==> config.mk <==
export PLATFORM = sky130hd
export DESIGN_NAME = top_entity
export DESIGN_NICKNAME = d
export VERILOG_FILES = /design/src/rtl/top_entity_pkg.sv /design/src/rtl/top_entity_event_fifo.sv /design/src/rtl/top_entity.sv
export SDC_FILE = /design/constraint.sdc
export NUM_CORES = 2
export LEC_CHECK = 0
export CORE_AREA = 2 2 499 501
export DETAILED_ROUTE_END_ITERATION = 8
export DIE_AREA = 0 0 501 503
export PLACE_DENSITY = 0.55
export SYNTH_ARGS = -nofsm -noshare
export SYNTH_HDL_FRONTEND = slang
export SYNTH_SLANG_ARGS = --single-unit
==> constraint.sdc <==
create_clock -name clk -period 46.3 [get_ports clk]
set_clock_uncertainty 0.2 [all_clocks]
set_input_delay 9.26 -clock clk [delete_from_list [all_inputs] [get_ports clk]]
set_output_delay 9.26 -clock clk [all_outputs]
set_load 0.005 [all_outputs]
==> src/rtl/top_entity_pkg.sv <==
// Shared types and default constants for the two-stream runtime monitor.
package top_entity_pkg;

  localparam int unsigned DEF_PERIOD_CYCLES = 500;
  localparam int unsigned DEF_QDEPTH        = 4;

  typedef logic signed [63:0] val_t;

  typedef struct packed {
    logic [63:0] tag;
    val_t        a;
    val_t        b;
    logic        a_present;
    logic        b_present;
    logic        periodic;
  } event_t;

endpackage

==> src/rtl/top_entity_event_fifo.sv <==
// Synchronous FIFO with first-word fall-through read data and full/empty flags.
module event_fifo #(
  parameter int unsigned WIDTH = 8,
  parameter int unsigned DEPTH = 4
) (
  input  logic             clk,
  input  logic             rst,
  input  logic             i_push,
  input  logic [WIDTH-1:0] i_data,
  input  logic             i_pop,
  output logic [WIDTH-1:0] o_data,
  output logic             o_full,
  output logic             o_empty
);

  localparam int unsigned AW = (DEPTH > 1) ? $clog2(DEPTH) : 1;
  localparam int unsigned CW = $clog2(DEPTH + 1);
  localparam logic [AW-1:0] LAST = AW'(DEPTH - 1);

  logic [WIDTH-1:0] r_mem [DEPTH];
  logic [AW-1:0]    r_wptr;
  logic [AW-1:0]    r_rptr;
  logic [CW-1:0]    r_count;
  logic             w_push_ok;
  logic             w_pop_ok;

  function automatic logic [AW-1:0] f_inc(input logic [AW-1:0] p);
    return (p == LAST) ? '0 : p + 1'b1;
  endfunction

  assign o_full    = (r_count == CW'(DEPTH));
  assign o_empty   = (r_count == '0);
  assign w_push_ok = i_push && !o_full;
  assign w_pop_ok  = i_pop && !o_empty;
  assign o_data    = r_mem[r_rptr];

  always_ff @(posedge clk) begin
    if (w_push_ok) r_mem[r_wptr] <= i_data;
  end

  always_ff @(posedge clk or posedge rst) begin
    if (rst) begin
      r_wptr  <= '0;
      r_rptr  <= '0;
      r_count <= '0;
    end else begin
      if (w_push_ok) r_wptr <= f_inc(r_wptr);
      if (w_pop_ok)  r_rptr <= f_inc(r_rptr);
      case ({w_push_ok, w_pop_ok})
        2'b10:   r_count <= r_count + 1'b1;
        2'b01:   r_count <= r_count - 1'b1;
        default: r_count <= r_count;
      endcase
    end
  end

endmodule

==> src/rtl/top_entity.sv <==
// Runtime monitor top: HLC builds tagged events into a FIFO, LLC evaluates
// output_0 = a+b, output_1 = 3-period window sum, output_2 = output_0.offset(-2).
module top_entity
  import top_entity_pkg::*;
#(
  parameter int unsigned PERIOD_CYCLES = DEF_PERIOD_CYCLES,
  parameter int unsigned QDEPTH        = DEF_QDEPTH
) (
  input  logic        clk,
  input  logic        rst,
  input  logic        en,
  input  logic [63:0] input_0,
  input  logic        new_input_0,
  input  logic [63:0] input_1,
  input  logic        new_input_1,
  output logic [63:0] output_0,
  output logic        output_0_aktv,
  output logic [63:0] output_1,
  output logic        output_1_aktv,
  output logic [63:0] output_2,
  output logic        output_2_aktv,
  output logic [63:0] llc_tag,
  output logic        q_push,
  output logic        q_pop,
  output logic        q_push_valid,
  output logic        q_pop_valid,
  output logic        pacing_0,
  output logic        pacing_1,
  output logic        pacing_2,
  output logic        slide_0,
  output logic [63:0] sw0_tag,
  output logic [63:0] sw0_v1,
  output logic [63:0] sw0_v2,
  output logic [63:0] sw0_v3,
  output logic [63:0] out0_data0_tag,
  output logic [63:0] out0_data0_int,
  output logic [63:0] out0_data1_tag,
  output logic [63:0] out0_data1_int,
  output logic [63:0] out0_tag1,
  output logic [63:0] out0_v1,
  output logic [63:0] out0_tag2,
  output logic [63:0] out0_v2,
  output logic [63:0] out0_tag3,
  output logic [63:0] out0_v3
);

  logic [31:0] r_cyc;
  logic [63:0] r_tag;
  logic        r_s1_valid;
  logic        w_deadline;
  logic        w_event_req;
  logic        w_full;
  logic        w_empty;
  logic        w_both;
  event_t      w_ev_in;
  event_t      w_ev_out;
  logic [63:0] w_o0;
  logic [63:0] w_bucket;

  // HLC: deadline counter and the clock enable pause together; input arrivals
  // still create events while en is low so the FIFO can fill and drop.
  assign w_deadline  = en && (r_cyc == 32'(PERIOD_CYCLES - 1));
  assign w_event_req = new_input_0 || new_input_1 || w_deadline;

  always_comb begin
    w_ev_in           = '0;
    w_ev_in.tag       = r_tag + 64'd1;
    w_ev_in.a         = val_t'(input_0);
    w_ev_in.b         = val_t'(input_1);
    w_ev_in.a_present = new_input_0;
    w_ev_in.b_present = new_input_1;
    w_ev_in.periodic  = w_deadline;
  end

  always_ff @(posedge clk or posedge rst) begin
    if (rst) begin
      r_cyc <= '0;
      r_tag <= '0;
    end else begin
      if (en)          r_cyc <= w_deadline ? '0 : r_cyc + 32'd1;
      if (w_event_req) r_tag <= r_tag + 64'd1;
    end
  end

  event_fifo #(
    .WIDTH ($bits(event_t)),
    .DEPTH (QDEPTH)
  ) u_fifo (
    .clk     (clk),
    .rst     (rst),
    .i_push  (w_event_req),
    .i_data  (w_ev_in),
    .i_pop   (en),
    .o_data  (w_ev_out),
    .o_full  (w_full),
    .o_empty (w_empty)
  );

  assign q_push       = w_event_req;
  assign q_push_valid = w_event_req && !w_full;
  assign q_pop        = en;
  assign q_pop_valid  = en && !w_empty;
  assign w_both       = w_ev_out.a_present && w_ev_out.b_present;

  // LLC stage 1: latch the popped event and its pacings.
  always_ff @(posedge clk or posedge rst) begin
    if (rst) begin
      r_s1_valid     <= 1'b0;
      llc_tag        <= '0;
      pacing_0       <= 1'b0;
      pacing_1       <= 1'b0;
      pacing_2       <= 1'b0;
      slide_0        <= 1'b0;
      out0_data0_tag <= '0;
      out0_data0_int <= '0;
      out0_data1_tag <= '0;
      out0_data1_int <= '0;
    end else if (en) begin
      r_s1_valid <= q_pop_valid;
      pacing_0   <= q_pop_valid && w_both;
      pacing_2   <= q_pop_valid && w_both;
      pacing_1   <= q_pop_valid && w_ev_out.periodic;
      slide_0    <= q_pop_valid && w_ev_out.periodic;
      if (q_pop_valid) llc_tag <= w_ev_out.tag;
      if (q_pop_valid && w_both) begin
        out0_data0_tag <= w_ev_out.tag;
        out0_data0_int <= w_ev_out.a;
        out0_data1_tag <= w_ev_out.tag;
        out0_data1_int <= w_ev_out.b;
      end
    end
  end

  assign w_o0     = out0_data0_int + out0_data1_int;
  assign w_bucket = sw0_v1 + (pacing_0 ? w_o0 : 64'd0);

  // LLC stage 2: output_2 reads history before the shift; output_1 includes
  // this event's sum before the window slides.
  always_ff @(posedge clk or posedge rst) begin
    if (rst) begin
      output_0      <= '0;
      output_1      <= '0;
      output_2      <= '0;
      output_0_aktv <= 1'b0;
      output_1_aktv <= 1'b0;
      output_2_aktv <= 1'b0;
      out0_tag1     <= '0;
      out0_v1       <= '0;
      out0_tag2     <= '0;
      out0_v2       <= '0;
      out0_tag3     <= '0;
      out0_v3       <= '0;
      sw0_tag       <= '0;
      sw0_v1        <= '0;
      sw0_v2        <= '0;
      sw0_v3        <= '0;
    end else if (en) begin
      output_0_aktv <= pacing_0;
      output_1_aktv <= pacing_1;
      output_2_aktv <= pacing_2;
      if (pacing_2) output_2 <= out0_v2;
      if (pacing_0) begin
        output_0  <= w_o0;
        out0_tag3 <= out0_tag2;
        out0_v3   <= out0_v2;
        out0_tag2 <= out0_tag1;
        out0_v2   <= out0_v1;
        out0_tag1 <= out0_data0_tag;
        out0_v1   <= w_o0;
      end
      if (r_s1_valid) sw0_tag <= llc_tag;
      if (pacing_1) begin
        output_1 <= w_bucket + sw0_v2 + sw0_v3;
        sw0_v3   <= sw0_v2;
        sw0_v2   <= w_bucket;
        sw0_v1   <= '0;
      end else begin
        sw0_v1 <= w_bucket;
      end
    end
  end

endmodule

==> Implementation_results.wiki <==
{| class="wikitable"
! Metric !! Value
|-
| Number of gates on the worst path with buffers counted || 10
|-
| Drt first pass iters || 5
|-
| Portion of synthesized cell area occupied by the leading cell type || roughly a third
|-
| Buffer and inverter count on the worst path || 5
|-
| Endpoints failing hold || 0
|-
| Gr busiest metal || met2
|-
| Share of cells above drive strength 1 || 11.91%
|-
| Setup Buffers After CTS || 0
|-
| Number of filler instances in the final layout || 23118
|-
| Total Power || 9.168 mW
|-
| Highest Clock Rate || approximately 46 MHz
|-
| Buffer depth of the longest clock path || 3
|-
| Post-Route WL || 287.8 mm
|-
| Cells after DPL || roughly 11000
|-
| Global routing met2 resource utilization || 38.86%
|-
| Crit path required time || between 30000 and 40000 ps
|-
| Die Footprint || 252000 um2
|-
| Multi-input gate area in the final layout || around 29000 um2
|-
| Post-route antenna net violation count || 0
|-
| Synthesized netlist net count || 7060
|-
| Critical Path Start || en
|-
| Number of gates given a new drive strength after cts || 0
|-
| Static leakage power || 43.85 nW
|-
| Final std cells w/o fill || between 10000 and 15000
|-
| Largest stage delay on the critical path || 670 ps
|-
| Io pins || 1296
|-
| Layout overhead on the synthesized area || 26.43%
|-
| Critical Path, Cell by Cell || buf_2 > clkinv_2 > nor4_1 > nand4_1 > nor4_2 > buf_4 > nor3_2 > buf_4 > a31oi_1 > clkdlybuf4s50_1
|-
| Hold_ws || roughly 260 ps
|-
| Register bit count reported by yosys || 1848
|-
| R2R Path Start || out0_data1_int[0]
|-
| Hold Path Class || flop to flop
|-
| Placeable core region || approximately 250000 um2
|-
| Clk pin slew, worst setup/hold paths || 60 ps
|-
| Number of setup violations in the final report || 0
|-
| Grt ovf || 0
|-
| Initial standard-cell utilization of the core || 33.49%
|-
| Gate count after technology mapping || 6664
|-
| Async S/R FF share, synth || 57.79%
|-
| Worst R2R Path Depth || 37
|-
| Number of global-route vias before repair || between 50000 and 60000
|-
| Pwr Density || approximately 88 nW/um2
|-
| Sequential cell area fraction in the yosys report || 60.62%
|-
| Min cycle time layout || roughly 22000 ps
|-
| Detailed-placement wirelength estimate || approximately 210 mm
|-
| Synth cell types || 86
|-
| Category of cells accounting for the largest share of critical-path delay || buffers and inverters
|-
| Total clock buffers created by CTS || 201
|-
| Maximum number of pins on one net before global-route repair || 174
|-
| Critical register-to-register path endpoint || output_1[59]
|-
| Cell type with the highest occurrence count on the critical path || sky130_fd_sc_hd__buf_4
|-
| Period utilization || 46.86%
|-
| Number of synthesized flops with an enable pin || approximately 800
|-
| Critical path class || input port to primary output
|-
| Final weighted congestion in routability-driven placement || ~0.93
|-
| YS warnings || 0
|-
| Clock sink count || 1848
|-
| Vert. Die Dim || 503 um
|-
| GR Util All Layers || 22.37%
|-
| Met3 routing resource usage after global routing || 4.696%
|-
| Synthesized area divided by synthesized cell count || ~12 um2
|-
| Worst Setup Start Kind || input port
|-
| Area contributors post-synth || sky130_fd_sc_hd__dfrtp_1 (32%), sky130_fd_sc_hd__edfxtp_1 (28%), sky130_fd_sc_hd__nand2_1 (7.5%), sky130_fd_sc_hd__mux4_2 (5.3%), sky130_fd_sc_hd__mux2_2 (4.4%)
|-
| Prevailing post-synth register cell || sky130_fd_sc_hd__dfrtp_1
|-
| Termination of the worst setup path || q_push_valid
|-
| Fraction of met1 tracks used by global routing || 26.68%
|-
| Worst Tran Pin Value || around 1100 ps
|-
| Largest driver fanout on the critical path || 21
|-
| Accumulated negative setup slack || 0 ps
|-
| CP Data Arrival Time || 12240 ps
|-
| Detailed Route Iter0 Violations || 3820
|-
| Number of buffers added on ports || 1295
|-
| H-Tree Level Count || 4
|-
| Unrepaired setup endpoints after global routing || no
|-
| Status || complete, no violations
|-
| Number of placement rows || 183
|-
| Hold-fix buffers at CTS || 0
|-
| Most flop-heavy register || u_fifo.r_mem
|-
| Clock tree from TritonCTS || built
|-
| Flip-flop and latch area || 50160 um2
|-
| Global-route wire length before repair || 409.7 mm
|-
| Clock Latency Late Sink || 870 ps
|-
| Number of maximum-capacitance constraint violations || 0
|-
| Max-Slew Margin vs Limit || 23.96%
|-
| Cell with the largest stage delay on the worst path || sky130_fd_sc_hd__clkdlybuf4s50_1
|-
| VDD IR-drop max || 0.04573 mV
|-
| Library cell used as clock root buffer || sky130_fd_sc_hd__clkbuf_16
|-
| Final Max Tran Viols || 0
|-
| Post-Syn Area || 82730 um2
|-
| Final net count || roughly 8000
|-
| Largest register FFs || 780
|-
| Post-detailed-route DRC marker count || 0
|-
| Number of vias in the routed layout || 55802
|-
| Antenna violations before repair || 42
|-
| Largest area contributor in the netlist || sky130_fd_sc_hd__dfrtp_1
|-
| Detailed-route vias per instance || 5.001
|-
| Endpoint type of the worst setup path || primary output
|-
| WL/cell || about 26 um
|-
| Reg2Reg Setup Slack || 35420 ps
|-
| Die X-Extent || 501 um
|}
-- synth_stat cells (all sizes together) (163+ instances only) --
master	n
a21oi	206
buf	238
clkbuf	258
dfrtp	1068
edfxtp	780
ha	196
inv	163
mux2	325
mux4	193
nand2	1646
o21ai	242
xnor2	184
-- worst min-delay path, delay by kind of cell (launching register included) --
family           cells  cell delay [ps]
flip-flops           1              370
AND/OR/NAND/NOR      2              110
-- cell families (layout without fill, tap and decap cells) --
kind of cell | count (synthesis) | count (layout) | synth area share (%)
mux | 521 | 521 | 9.714
fa+ha+maj | 263 | 263 | 4.586
compound gates | 842 | 842 | 6.511
other cells | 0 | 19 | 0
buf+inv | 659 | 1897 | 3.894
xor+xnor | 333 | 333 | 3.525
flops | 1848 | 1848 | 60.62
simple gates | 2198 | 2198 | 11.15
-- placed cells by master, fill, tap and decap left out, types with 61 or more instances in the layout --
cell,n
sky130_fd_sc_hd__inv_1,160
sky130_fd_sc_hd__edfxtp_1,780
sky130_fd_sc_hd__xor2_1,149
sky130_fd_sc_hd__o21ai_0,236
sky130_fd_sc_hd__clkbuf_16,203
sky130_fd_sc_hd__nor2_1,152
sky130_fd_sc_hd__a21oi_1,204
sky130_fd_sc_hd__fa_1,67
sky130_fd_sc_hd__nand2_1,1643
sky130_fd_sc_hd__mux4_2,193
sky130_fd_sc_hd__ha_1,196
sky130_fd_sc_hd__a21o_1,131
sky130_fd_sc_hd__dfrtp_1,1064
sky130_fd_sc_hd__and2_1,77
sky130_fd_sc_hd__xnor2_1,184
sky130_fd_sc_hd__mux2_2,325
sky130_fd_sc_hd__clkdlybuf4s50_1,1294
sky130_fd_sc_hd__o2bb2ai_1,61
sky130_fd_sc_hd__nand3_1,77
-- power breakdown --
group          total [mW]  switching, mW  internal (mW)  leakage (nW)
Sequential           2.91          0.572           2.34          20.6
Clock                1.63          0.693          0.939          3.31
Combinational        4.63           2.56           2.07          19.9
-- stage by stage --
| step | area (um2) | setup WS (ps) | utilization [%] |
|---|---|---|---|
| final | 104600 | 24600 | 42.34 |
| after global routing | 104600 | 24350 | 42.33 |
| after CTS | 104500 | 24580 | 42.32 |
| after global placement | 97780 | 24630 | 39.58 |
| after detailed placement | 97780 | 24620 | 39.58 |
| after floorplan | 82730 | 6776 | - |
-- metal layers --
metal / wire, um / share of wire [%]
met1: 113000 / 39
met5: 36 / 0.013
met3: 16870 / 5.9
met4: 13610 / 4.7
met2: 144300 / 50
-- cell type report --
cell class | count | area share (%)
multi-input cells | 4157 | 28.14
well taps | 3237 | 3.872
clock buffers | 284 | 5.396
flip-flops and latches | 1848 | 47.96
clock inverters | 92 | 1.075
inverters | 163 | 0.5945
repair buffers | 1358 | 12.92
diodes | 19 | 0.04546
-- how the worst min path moves through the flow --
stage	from	end	slack, ps	depth (start not counted)
after floorplan	r_cyc[31]	r_cyc[31]	250	1
after global placement	out0_tag3[11]	out0_tag3[11]	260	2
after detailed placement	out0_tag3[49]	out0_tag3[49]	260	2
after CTS	out0_tag1[32]	out0_tag2[32]	270	2
after global routing	out0_tag1[32]	out0_tag2[32]	300	2
final	out0_tag1[32]	out0_tag2[32]	260	2
Note: power is estimated with default switching activity, not from simulation.
